<file path="config.mk">
export PLATFORM = sky130hd
export DESIGN_NAME = multicycle_ctrl
export DESIGN_NICKNAME = d
export VERILOG_FILES = /design/src/rtl/multicycle_ctrl_pkg.sv /design/src/rtl/multicycle_ctrl_decode.sv /design/src/rtl/multicycle_ctrl.sv
export SDC_FILE = /design/constraint.sdc
export NUM_CORES = 1
export LEC_CHECK = 0
export CELL_PAD_IN_SITES_DETAIL_PLACEMENT = 0
export CELL_PAD_IN_SITES_GLOBAL_PLACEMENT = 1
export CORE_ASPECT_RATIO = 1.4
export CORE_MARGIN = 4
export CORE_UTILIZATION = 38
export CTS_CLUSTER_DIAMETER = 30
export DETAILED_ROUTE_END_ITERATION = 7
export GPL_ROUTABILITY_DRIVEN = 0
export PLACE_DENSITY_LB_ADDON = 0.1
export SYNTH_ARGS = -nofsm -noshare
export SYNTH_HDL_FRONTEND = slang
export SYNTH_SLANG_ARGS = --single-unit
</file>
<file path="constraint.sdc">
create_clock -name clk -period 2.07 [get_ports clk]
set_input_delay 0.414 -clock clk [delete_from_list [all_inputs] [get_ports clk]]
set_output_delay 0.414 -clock clk [all_outputs]
set_load 0.01 [all_outputs]
</file>
<file path="src/rtl/multicycle_ctrl_pkg.sv">
// Shared definitions for the multi-cycle control sequencer.
// Contents: opcode encodings, FSM state encoding, latched opcode class,
//           ALU operation, PC source and error code constants.
package multicycle_ctrl_pkg;

    localparam logic [5:0] OP_RTYPE = 6'b000000;
    localparam logic [5:0] OP_ADDI  = 6'b001000;
    localparam logic [5:0] OP_LW    = 6'b100011;
    localparam logic [5:0] OP_SW    = 6'b101011;
    localparam logic [5:0] OP_BEQ   = 6'b000100;
    localparam logic [5:0] OP_J     = 6'b000010;
    localparam logic [5:0] OP_HALT  = 6'b111111;

    typedef enum logic [2:0] {
        ST_INIT,
        ST_FETCH,
        ST_DECODE,
        ST_EXEC,
        ST_MEM,
        ST_WB,
        ST_HALT
    } state_e;

    typedef enum logic [2:0] {
        CLS_R,
        CLS_ADDI,
        CLS_LW,
        CLS_SW,
        CLS_BEQ,
        CLS_J,
        CLS_HALT,
        CLS_ILLEGAL
    } op_class_e;

    localparam logic [2:0] ALU_ADD   = 3'd0;
    localparam logic [2:0] ALU_SUB   = 3'd1;
    localparam logic [2:0] ALU_FUNCT = 3'd2;

    localparam logic [1:0] PCSRC_SEQ    = 2'd0;
    localparam logic [1:0] PCSRC_BRANCH = 2'd1;
    localparam logic [1:0] PCSRC_JUMP   = 2'd2;

    localparam logic [1:0] ERR_NONE    = 2'd0;
    localparam logic [1:0] ERR_ILLEGAL = 2'd1;
    localparam logic [1:0] ERR_TIMEOUT = 2'd2;

endpackage

</file>
<file path="src/rtl/multicycle_ctrl_decode.sv">
// Combinational opcode classifier.
// Ports:
//   opcode_i    IR[31:26]
//   op_class_o  instruction class (CLS_ILLEGAL for unlisted opcodes)
//   is_legal_o  1 when the opcode is one of the supported classes
module multicycle_ctrl_decode
    import multicycle_ctrl_pkg::*;
(
    input  logic [5:0] opcode_i,
    output op_class_e  op_class_o,
    output logic       is_legal_o
);

    always_comb begin
        op_class_o = CLS_ILLEGAL;
        is_legal_o = 1'b1;
        case (opcode_i)
            OP_RTYPE: op_class_o = CLS_R;
            OP_ADDI:  op_class_o = CLS_ADDI;
            OP_LW:    op_class_o = CLS_LW;
            OP_SW:    op_class_o = CLS_SW;
            OP_BEQ:   op_class_o = CLS_BEQ;
            OP_J:     op_class_o = CLS_J;
            OP_HALT:  op_class_o = CLS_HALT;
            default: begin
                op_class_o = CLS_ILLEGAL;
                is_legal_o = 1'b0;
            end
        endcase
    end

endmodule

</file>
<file path="src/rtl/multicycle_ctrl.sv">
// Multi-cycle control sequencer: steps each instruction through
// FETCH/DECODE/EXEC/MEM/WB, drives datapath enables and selects, waits on the
// memory ready handshake, detects halt / illegal opcode / bus timeout and
// counts retired instructions.
//
// state  | meaning
// INIT   | after reset, all outputs 0, goes to FETCH
// FETCH  | instruction read; IR and PC load when mem_ready
// DECODE | classify opcode, latch class
// EXEC   | ALU op select; BEQ/J update PC and retire here
// MEM    | data access for LW/SW; SW retires on mem_ready
// WB     | register file write; retires
// HALT   | absorbing, halted=1, only reset exits
//
// Ports:
//   clk, reset            clock, async active-high reset
//   opcode, zero          IR[31:26], ALU zero flag
//   mem_ready             memory completes access this cycle
//   pc_we, ir_we, rf_we   datapath write enables
//   mem_req, mem_we       memory request / write
//   wb_sel, alu_op, pc_src datapath selects
//   halted, err_code      stop status and cause
//   retire_cnt            retired instruction count (wraps)
module multicycle_ctrl
    import multicycle_ctrl_pkg::*;
#(
    parameter int WAIT_MAX = 15,
    parameter int CNT_W    = 32
) (
    input  logic             clk,
    input  logic             reset,
    input  logic [5:0]       opcode,
    input  logic             zero,
    input  logic             mem_ready,
    output logic             pc_we,
    output logic             ir_we,
    output logic             mem_req,
    output logic             mem_we,
    output logic             rf_we,
    output logic             wb_sel,
    output logic [2:0]       alu_op,
    output logic [1:0]       pc_src,
    output logic             halted,
    output logic [1:0]       err_code,
    output logic [CNT_W-1:0] retire_cnt
);

    localparam int              WAIT_W    = 8;
    // The timeout fires on the WAIT_MAX-th stalled cycle, i.e. while the
    // counter still holds WAIT_MAX-1 from the previous stalled cycles.
    localparam logic [WAIT_W-1:0] WAIT_LAST = WAIT_W'(WAIT_MAX - 1);

    state_e            state_q, state_d;
    op_class_e         class_q, class_d;
    op_class_e         dec_class;
    logic              dec_legal;
    logic [WAIT_W-1:0] wait_q, wait_d;
    logic [CNT_W-1:0]  retire_q, retire_d;
    logic [1:0]        err_q, err_d;
    logic              waiting;
    logic              timeout;
    logic              retire;

    multicycle_ctrl_decode u_decode (
        .opcode_i   (opcode),
        .op_class_o (dec_class),
        .is_legal_o (dec_legal)
    );

    always_ff @(posedge clk or posedge reset) begin
        if (reset) begin
            state_q  <= ST_INIT;
            class_q  <= CLS_R;
            wait_q   <= '0;
            retire_q <= '0;
            err_q    <= ERR_NONE;
        end else begin
            state_q  <= state_d;
            class_q  <= class_d;
            wait_q   <= wait_d;
            retire_q <= retire_d;
            err_q    <= err_d;
        end
    end

    always_comb begin
        state_d = state_q;
        class_d = class_q;
        err_d   = err_q;
        retire  = 1'b0;
        waiting = ((state_q == ST_FETCH) || (state_q == ST_MEM)) && !mem_ready;
        timeout = waiting && (wait_q == WAIT_LAST);

        case (state_q)
            ST_INIT: state_d = ST_FETCH;
            ST_FETCH: begin
                if (mem_ready) begin
                    state_d = ST_DECODE;
                end else if (timeout) begin
                    state_d = ST_HALT;
                    err_d   = ERR_TIMEOUT;
                end
            end
            ST_DECODE: begin
                class_d = dec_class;
                if (!dec_legal) begin
                    state_d = ST_HALT;
                    err_d   = ERR_ILLEGAL;
                end else if (dec_class == CLS_HALT) begin
                    state_d = ST_HALT;
                end else begin
                    state_d = ST_EXEC;
                end
            end
            ST_EXEC: begin
                case (class_q)
                    CLS_R, CLS_ADDI: state_d = ST_WB;
                    CLS_LW, CLS_SW:  state_d = ST_MEM;
                    CLS_BEQ, CLS_J: begin
                        state_d = ST_FETCH;
                        retire  = 1'b1;
                    end
                    default: begin
                        state_d = ST_HALT;
                        err_d   = ERR_ILLEGAL;
                    end
                endcase
            end
            ST_MEM: begin
                if (mem_ready) begin
                    if (class_q == CLS_LW) begin
                        state_d = ST_WB;
                    end else begin
                        state_d = ST_FETCH;
                        retire  = 1'b1;
                    end
                end else if (timeout) begin
                    state_d = ST_HALT;
                    err_d   = ERR_TIMEOUT;
                end
            end
            ST_WB: begin
                state_d = ST_FETCH;
                retire  = 1'b1;
            end
            ST_HALT: state_d = ST_HALT;
            default: state_d = ST_INIT;
        endcase

        wait_d   = (waiting && (state_d == state_q)) ? wait_q + WAIT_W'(1) : '0;
        retire_d = retire ? retire_q + CNT_W'(1) : retire_q;
    end

    always_comb begin
        pc_we   = 1'b0;
        ir_we   = 1'b0;
        mem_req = 1'b0;
        mem_we  = 1'b0;
        rf_we   = 1'b0;
        wb_sel  = 1'b0;
        alu_op  = ALU_ADD;
        pc_src  = PCSRC_SEQ;
        halted  = 1'b0;

        case (state_q)
            ST_FETCH: begin
                mem_req = 1'b1;
                if (mem_ready) begin
                    ir_we = 1'b1;
                    pc_we = 1'b1;
                end
            end
            ST_EXEC: begin
                case (class_q)
                    CLS_R:   alu_op = ALU_FUNCT;
                    CLS_BEQ: begin
                        alu_op = ALU_SUB;
                        pc_we  = zero;
                        pc_src = PCSRC_BRANCH;
                    end
                    CLS_J: begin
                        pc_we  = 1'b1;
                        pc_src = PCSRC_JUMP;
                    end
                    default: alu_op = ALU_ADD;
                endcase
            end
            ST_MEM: begin
                mem_req = 1'b1;
                mem_we  = (class_q == CLS_SW);
            end
            ST_WB: begin
                rf_we  = 1'b1;
                wb_sel = (class_q == CLS_LW);
            end
            ST_HALT: halted = 1'b1;
            default: ;
        endcase
    end

    assign err_code   = err_q;
    assign retire_cnt = retire_q;

endmodule

</file>
Yosys cells after proc, flatten, opt, wreduce, memory -nomap -nowiden
Index checks and enable logic that the tools add are counted.
{"block": "totals", "reg_bits": 48, "latchBits": 0, "mem_bits_rw": 0, "rom_bits": 0, "input_bits": 10, "output_inout_bits": 46, "wordCells": 81, "memories": 0}
{"block": "op_classes", "addsub": 2, "multipliers": 0, "div_mod_pow": 0, "n_lt_le_gt_ge": 0, "n_eq_ne": 24, "shift": 0, "mux": 33, "bitwise": 0, "reduce_logical": 17}
{"operator": "$add A32 B1 Y32 const B", "count": 1}
{"operator": "$pmux W3 S7", "count": 1}
{"operator": "$eq A3 B3 Y1 const B", "count": 6}
{"operator": "$eq A6 B6 Y1 const B", "count": 3}
{"operator": "$mux W3", "count": 6}
{"operator": "$pmux W3 S6", "count": 1}
{"operator": "$eq A3 B2 Y1 const B", "count": 4}
{"operator": "$mux W2", "count": 6}
{"operator": "$mux W1", "count": 11}
{"operator": "$reduce_or A2 Y1", "count": 5}
{"operator": "$pmux W3 S3", "count": 1}
{"operator": "$add A8 B1 Y8 const B", "count": 1}
{"operator": "$eq A8 B4 Y1 const B", "count": 1}
{"operator": "$mux W8", "count": 1}
{"operator": "$pmux W2 S2", "count": 2}
{"operator": "$reduce_or A7 Y1", "count": 1}
{"operator": "$eq A3 B1 Y1 const B", "count": 2}
{"operator": "$eq A6 B2 Y1 const B", "count": 1}
{"operator": "$eq A6 B3 Y1 const B", "count": 1}
{"operator": "$eq A6 B4 Y1 const B", "count": 1}
{"operator": "$logic_not A3 Y1", "count": 2}
{"operator": "$logic_not A6 Y1", "count": 1}
{"operator": "$ne A2 B2 Y1 const B", "count": 3}
{"operator": "$pmux W2 S3", "count": 1}
{"operator": "10 further kinds", "count": 13}

Logic depth before layout (Yosys ltp)
{"block": "logic_depth", "ltp_word": 10, "ltp_mapped": 6, "mapped_depth_nobuf": 6}

Cells and area by module
A second synthesis with hierarchy kept.
{"block": "unflattened", "hier_cells": 241, "hier_area_um2": 2457.4}
{"module": "multicycle_ctrl", "instances": 1, "cells_each": 226, "area_each_um2": 2377.3, "seq_area_each_um2": 1201.2}
{"module": "multicycle_ctrl_decode", "instances": 1, "cells_each": 15, "area_each_um2": 80.1, "seq_area_each_um2": 0.0}

Least setup slack after synthesis
Ideal clock, no wire load.
{"block": "synth_path", "path_type": "flip-flop to flip-flop", "from": "register retire_q[3] (netlist: retire_cnt[3])", "to": "register retire_q[29] (netlist: retire_cnt[29])", "setup_ns": 0.125, "t_arrival_ns": 1.644, "required_ns": 1.945, "path_slack_ns": 0.301, "path_stages_with_launch": 6, "n_path_buf": 0, "period_less_slack_ns": 1.769, "cell_sequence": "dfrtp_1 -> and4_1 -> nand3_1 -> a2111oi_4 -> nand4_1 -> xnor2_1"}
{"block": "synth_via", "elab_chain_len": 1}
{"item": "from (decl)", "line": "multicycle_ctrl.sv:58", "text": "logic [CNT_W-1:0] retire_q, retire_d;"}
{"item": "from (signal assigned)", "line": "multicycle_ctrl.sv:81", "text": "retire_q <= retire_d;"}
{"item": "$add A32 B1 Y32", "line": "multicycle_ctrl.sv:151", "text": "retire_d = retire ? retire_q + CNT_W'(1) : retire_q;"}
Every way passes these cells.
A chain may end at the register's enable or synchronous reset.

Worst setup path in the final report
{"block": "layout_path", "from": "register state_q[2]", "to": "output wb_sel"}
{"block": "layout_via", "elab_chain_len": 2}
{"item": "from (decl)", "line": "multicycle_ctrl.sv:53", "text": "state_e state_q, state_d;"}
{"item": "from (signal assigned)", "line": "multicycle_ctrl.sv:78", "text": "state_q <= state_d;"}
{"item": "$eq A3 B3 Y1", "line": "multicycle_ctrl.sv:165", "text": "case (state_q)"}
{"item": "$mux W1", "line": "multicycle_ctrl.sv:165"}
{"item": "to (decl)", "line": "multicycle_ctrl.sv:40", "text": "output logic wb_sel,"}
Every way passes these cells.

==> impl_summary.txt <==
----------------------------------------------------
[Worst hold path]
  Classification of the worst-slack hold path ... primary input to asynchronous set/reset pin

[Routing]
  Count of TritonRoute iterations in the first routing pass ... 4
  Remaining antenna violation count ... 0
  Vias per inst ... 4.98
  Per-cell routed wire length ... 14.0 um
  DRC violation count after routing ... 0
  Iteration-0 DRC count of the detailed router ... 52
  Number of vias after detailed routing ... 2002
  Detailed Route WL ... 5620 um

[Power]
  Power per Cell Area ... 817 nW/um2
  Worst-case vdd ir drop ... 407 uV
  Leakage power of the design ... 0.00154 uW
  Power Total ... 2800 uW

[Timing]
  Worst-Margin Slew ... 0.560 ns
  Hold violation count in the final report ... 0
  Post-route fraction of the period consumed by the critical path ... 95.3%
  Slew headroom ... 62.4%
  Minimum clock period after layout ... 1.97 ns
  Post-Route Skew ... 0.00450 ns
  Final Slew Violations ... 0
  Sum of negative setup slack ... 0 ns
  Highest clock frequency the design can meet ... 507 MHz
  Unrepaired setup endpoints after global routing ... no
  Final setup violating endpoints ... 0

[Yosys]
  Synthesized cell area ... 2460 um2
  Proportion of netlist area held by the largest area contributor ... 48.8%
  Area contributors post-synth ... sky130_fd_sc_hd__dfrtp_1 (49%), sky130_fd_sc_hd__xnor2_1 (8.9%), sky130_fd_sc_hd__xor2_1 (4.3%)
  Post-synth net total ... 252
  Number of register bits inferred by synthesis ... 48
  Cells after Synth ... 239
  Average cell area after synthesis ... 10.3 um2
  Cell variety after synth ... 41
  Largest area contributor in the netlist ... sky130_fd_sc_hd__dfrtp_1
  Number of synthesis warnings ... 0
  Sequential cell area fraction in the yosys report ... 48.8%

[Die]
  Die width ... 76 um
  Initial standard-cell utilization of the core ... 39.3%
  Top-level port count ... 56
  Cell Rows ... 34
  Die boundary height ... 103 um
  Placeable core region ... 6250 um2
  Area of the die ... 7840 um2

[Critical path]
  Worst path max stage delay ... 0.40 ns
  Critical path endpoint category ... output port
  Worst reg-to-reg setup slack ... 0.13 ns
  Largest fanout on the critical path ... 3
  Classification of the worst setup path ... flop to output port
  Category of cells accounting for the largest share of critical-path delay ... simple AND/OR/NAND/NOR gates
  Sequence of cells on the critical path ... buf_4 -> and2b_2 -> and2_1 -> nor2b_1 -> dlygate4sd2_1
  Worst setup SP type ... flop
  CP Data Arrival Time ... 1.56 ns
  Depth of the most critical reg-to-reg path ... 8
  Buf+Inv Stages, Crit Path ... 2
  Critical path's slowest cell ... sky130_fd_sc_hd__dfrtp_1
  Data required time of the critical path ... 1.66 ns
  Instance count on the critical path ... 5

[Placed design]
  Instance area after placement ... 3300 um2
  Placed instance count ... 388
  Half-perimeter wire length after detailed placement ... 4070 um
  Input/output buffers ... 54

[GRT]
  Global-route wire length before repair ... 9470 um
  Number of antenna violations at the first check in global routing ... 0
  Tot GR Track Use ... 14.7%
  Maximum number of pins on one net before global-route repair ... 49
  Vias in the first global route ... 2063
  Remaining global-route overflow ... 0

[Cells and area]
  Synthesis-to-layout area growth ... 39.2%
  Commonest non-fill, non-tap cell in the layout ... sky130_fd_sc_hd__dfrtp_1
  Nets@finish ... 343
  Design area ... 3420 um2
  Commonest cells after routing, fill and taps aside ... sky130_fd_sc_hd__dfrtp_1 (45), sky130_fd_sc_hd__clkdlybuf4s50_1 (43), sky130_fd_sc_hd__buf_4 (32)
  Fraction of layout cells with a size suffix above 1 ... 17.3%
  Utilization after layout ... 54.8%
  N_diodes ... 0
  Final instance count without filler cells ... 402

[CTS]
  Clk slew on worst S/H paths ... 0.08 ns
  Post-CTS Hold Fix Bufs ... 0
  CTS Buffer Depth ... 2
  CTS root buf ... sky130_fd_sc_hd__clkbuf_8
  Sinks on the clock net ... 48
  Number of buffers created by CTS ... 5
  Clock latency on the worst-skew pair ... 0.29 ns
  H-tree Lvls ... 2
  TritonCTS clock tree ... done

[Flow run]
  Count of maximum capacitance violations ... 0

[Outcome]
  Result of the run ... finished clean

----------------------------------------------------
## worst register-to-register path, stage by stage (launching register included)
cell	delay (ns)
sky130_fd_sc_hd__dfrtp_1	0.40
sky130_fd_sc_hd__buf_4	0.14
sky130_fd_sc_hd__and2b_2	0.20
sky130_fd_sc_hd__buf_4	0.16
sky130_fd_sc_hd__o21ai_4	0.31
sky130_fd_sc_hd__a21oi_1	0.15
sky130_fd_sc_hd__buf_4	0.17
sky130_fd_sc_hd__and3_1	0.18
sky130_fd_sc_hd__xor2_1	0.14
## cell usage after synthesis (all sizes together)
cell / n
nand3: 13
nor3: 5
a211oi: 2
and4bb: 1
and4b: 1
conb: 1
a2111oi: 2
nor2: 23
buf: 2
inv: 8
and2b: 1
ha: 3
nand2: 23
clkbuf: 2
o211ai: 1
maj3: 1
a22o: 1
xor2: 12
and4: 6
a21oi: 9
nand4: 9
nor2b: 1
a22oi: 1
xnor2: 25
a21boi: 1
o311ai: 1
and2: 3
a21o: 1
dfrtp: 48
or3: 3
o32a: 1
mux2: 2
and3: 14
nand2b: 3
o21ai: 9
## flip-flops by register name (all words and copies together) (netlist names)
register	flops
err_code	2
state_q	3
retire_cnt	32
wait_q	8
class_q	3
## path summary, 6_finish.rpt
check / startpoint / end
max: state_q[2]$_DFF_PP0_ / wb_sel
min: reset / wait_q[5]$_DFF_PP0_
max reg2reg: state_q[2]$_DFF_PP0_ / retire_cnt[10]$_DFFE_PP0P_
min reg2reg: err_code[0]$_DFFE_PP0P_ / err_code[0]$_DFFE_PP0P_
max in group asynchronous: reset / class_q[0]$_DFFE_PP0P_
min in group clk: err_code[0]$_DFFE_PP0P_ / err_code[0]$_DFFE_PP0P_
## per-layer routing
layer	vias up	routed length (um)	GRT usage [%]
met5	-	0	0
met4	0	79	4.93
met3	7	216	3.03
met2	38	2900	26.6
met1	949	2430	17.3
li1	1008	-	-
## cells by family after synthesis
kind of cell	count (synthesis)	share of synthesized area [%]
AO/OA/AOI/OAI	29	10.4
XOR/XNOR	37	13.2
adder cells (fa/ha/maj)	4	1.93
buffers and inverters	12	2.14
flip-flops	48	48.8
multiplexers	2	0.915
other	1	0.152
AND/OR/NAND/NOR	106	22.5
## repair_timing
item	CTS	global route
setup endpoints to repair	10	4
buffers inserted	6	1
gates resized for setup	17	4
pin swaps	1	0
endpoints found under the hold margin	0	0
## power breakdown
group          internal (uW)  switching [uW]
clock network            230             288
registers               1060             132
logic                    546             540
total                   1840             961
## metrics by stage
stage / worst slack (ns) / hold slack [ns]
after floorplan: 0.301 / 0.474
after global placement: -0.299 / 0.461
after detailed placement: -0.319 / 0.465
after CTS: 0.00941 / 0.474
after global routing: 0.0324 / 0.478
final: 0.0978 / 0.467
## area by class of cell
class	count	area, um2
fill	579	2830
multi-input combinational	179	1220
sequential	48	1200
timing repair buffer	88	803
tap	72	90.1
clock buffer	6	72.6
inverter	8	30.0
clock inverter	1	5.00
(Power assumes the default switching activity.)
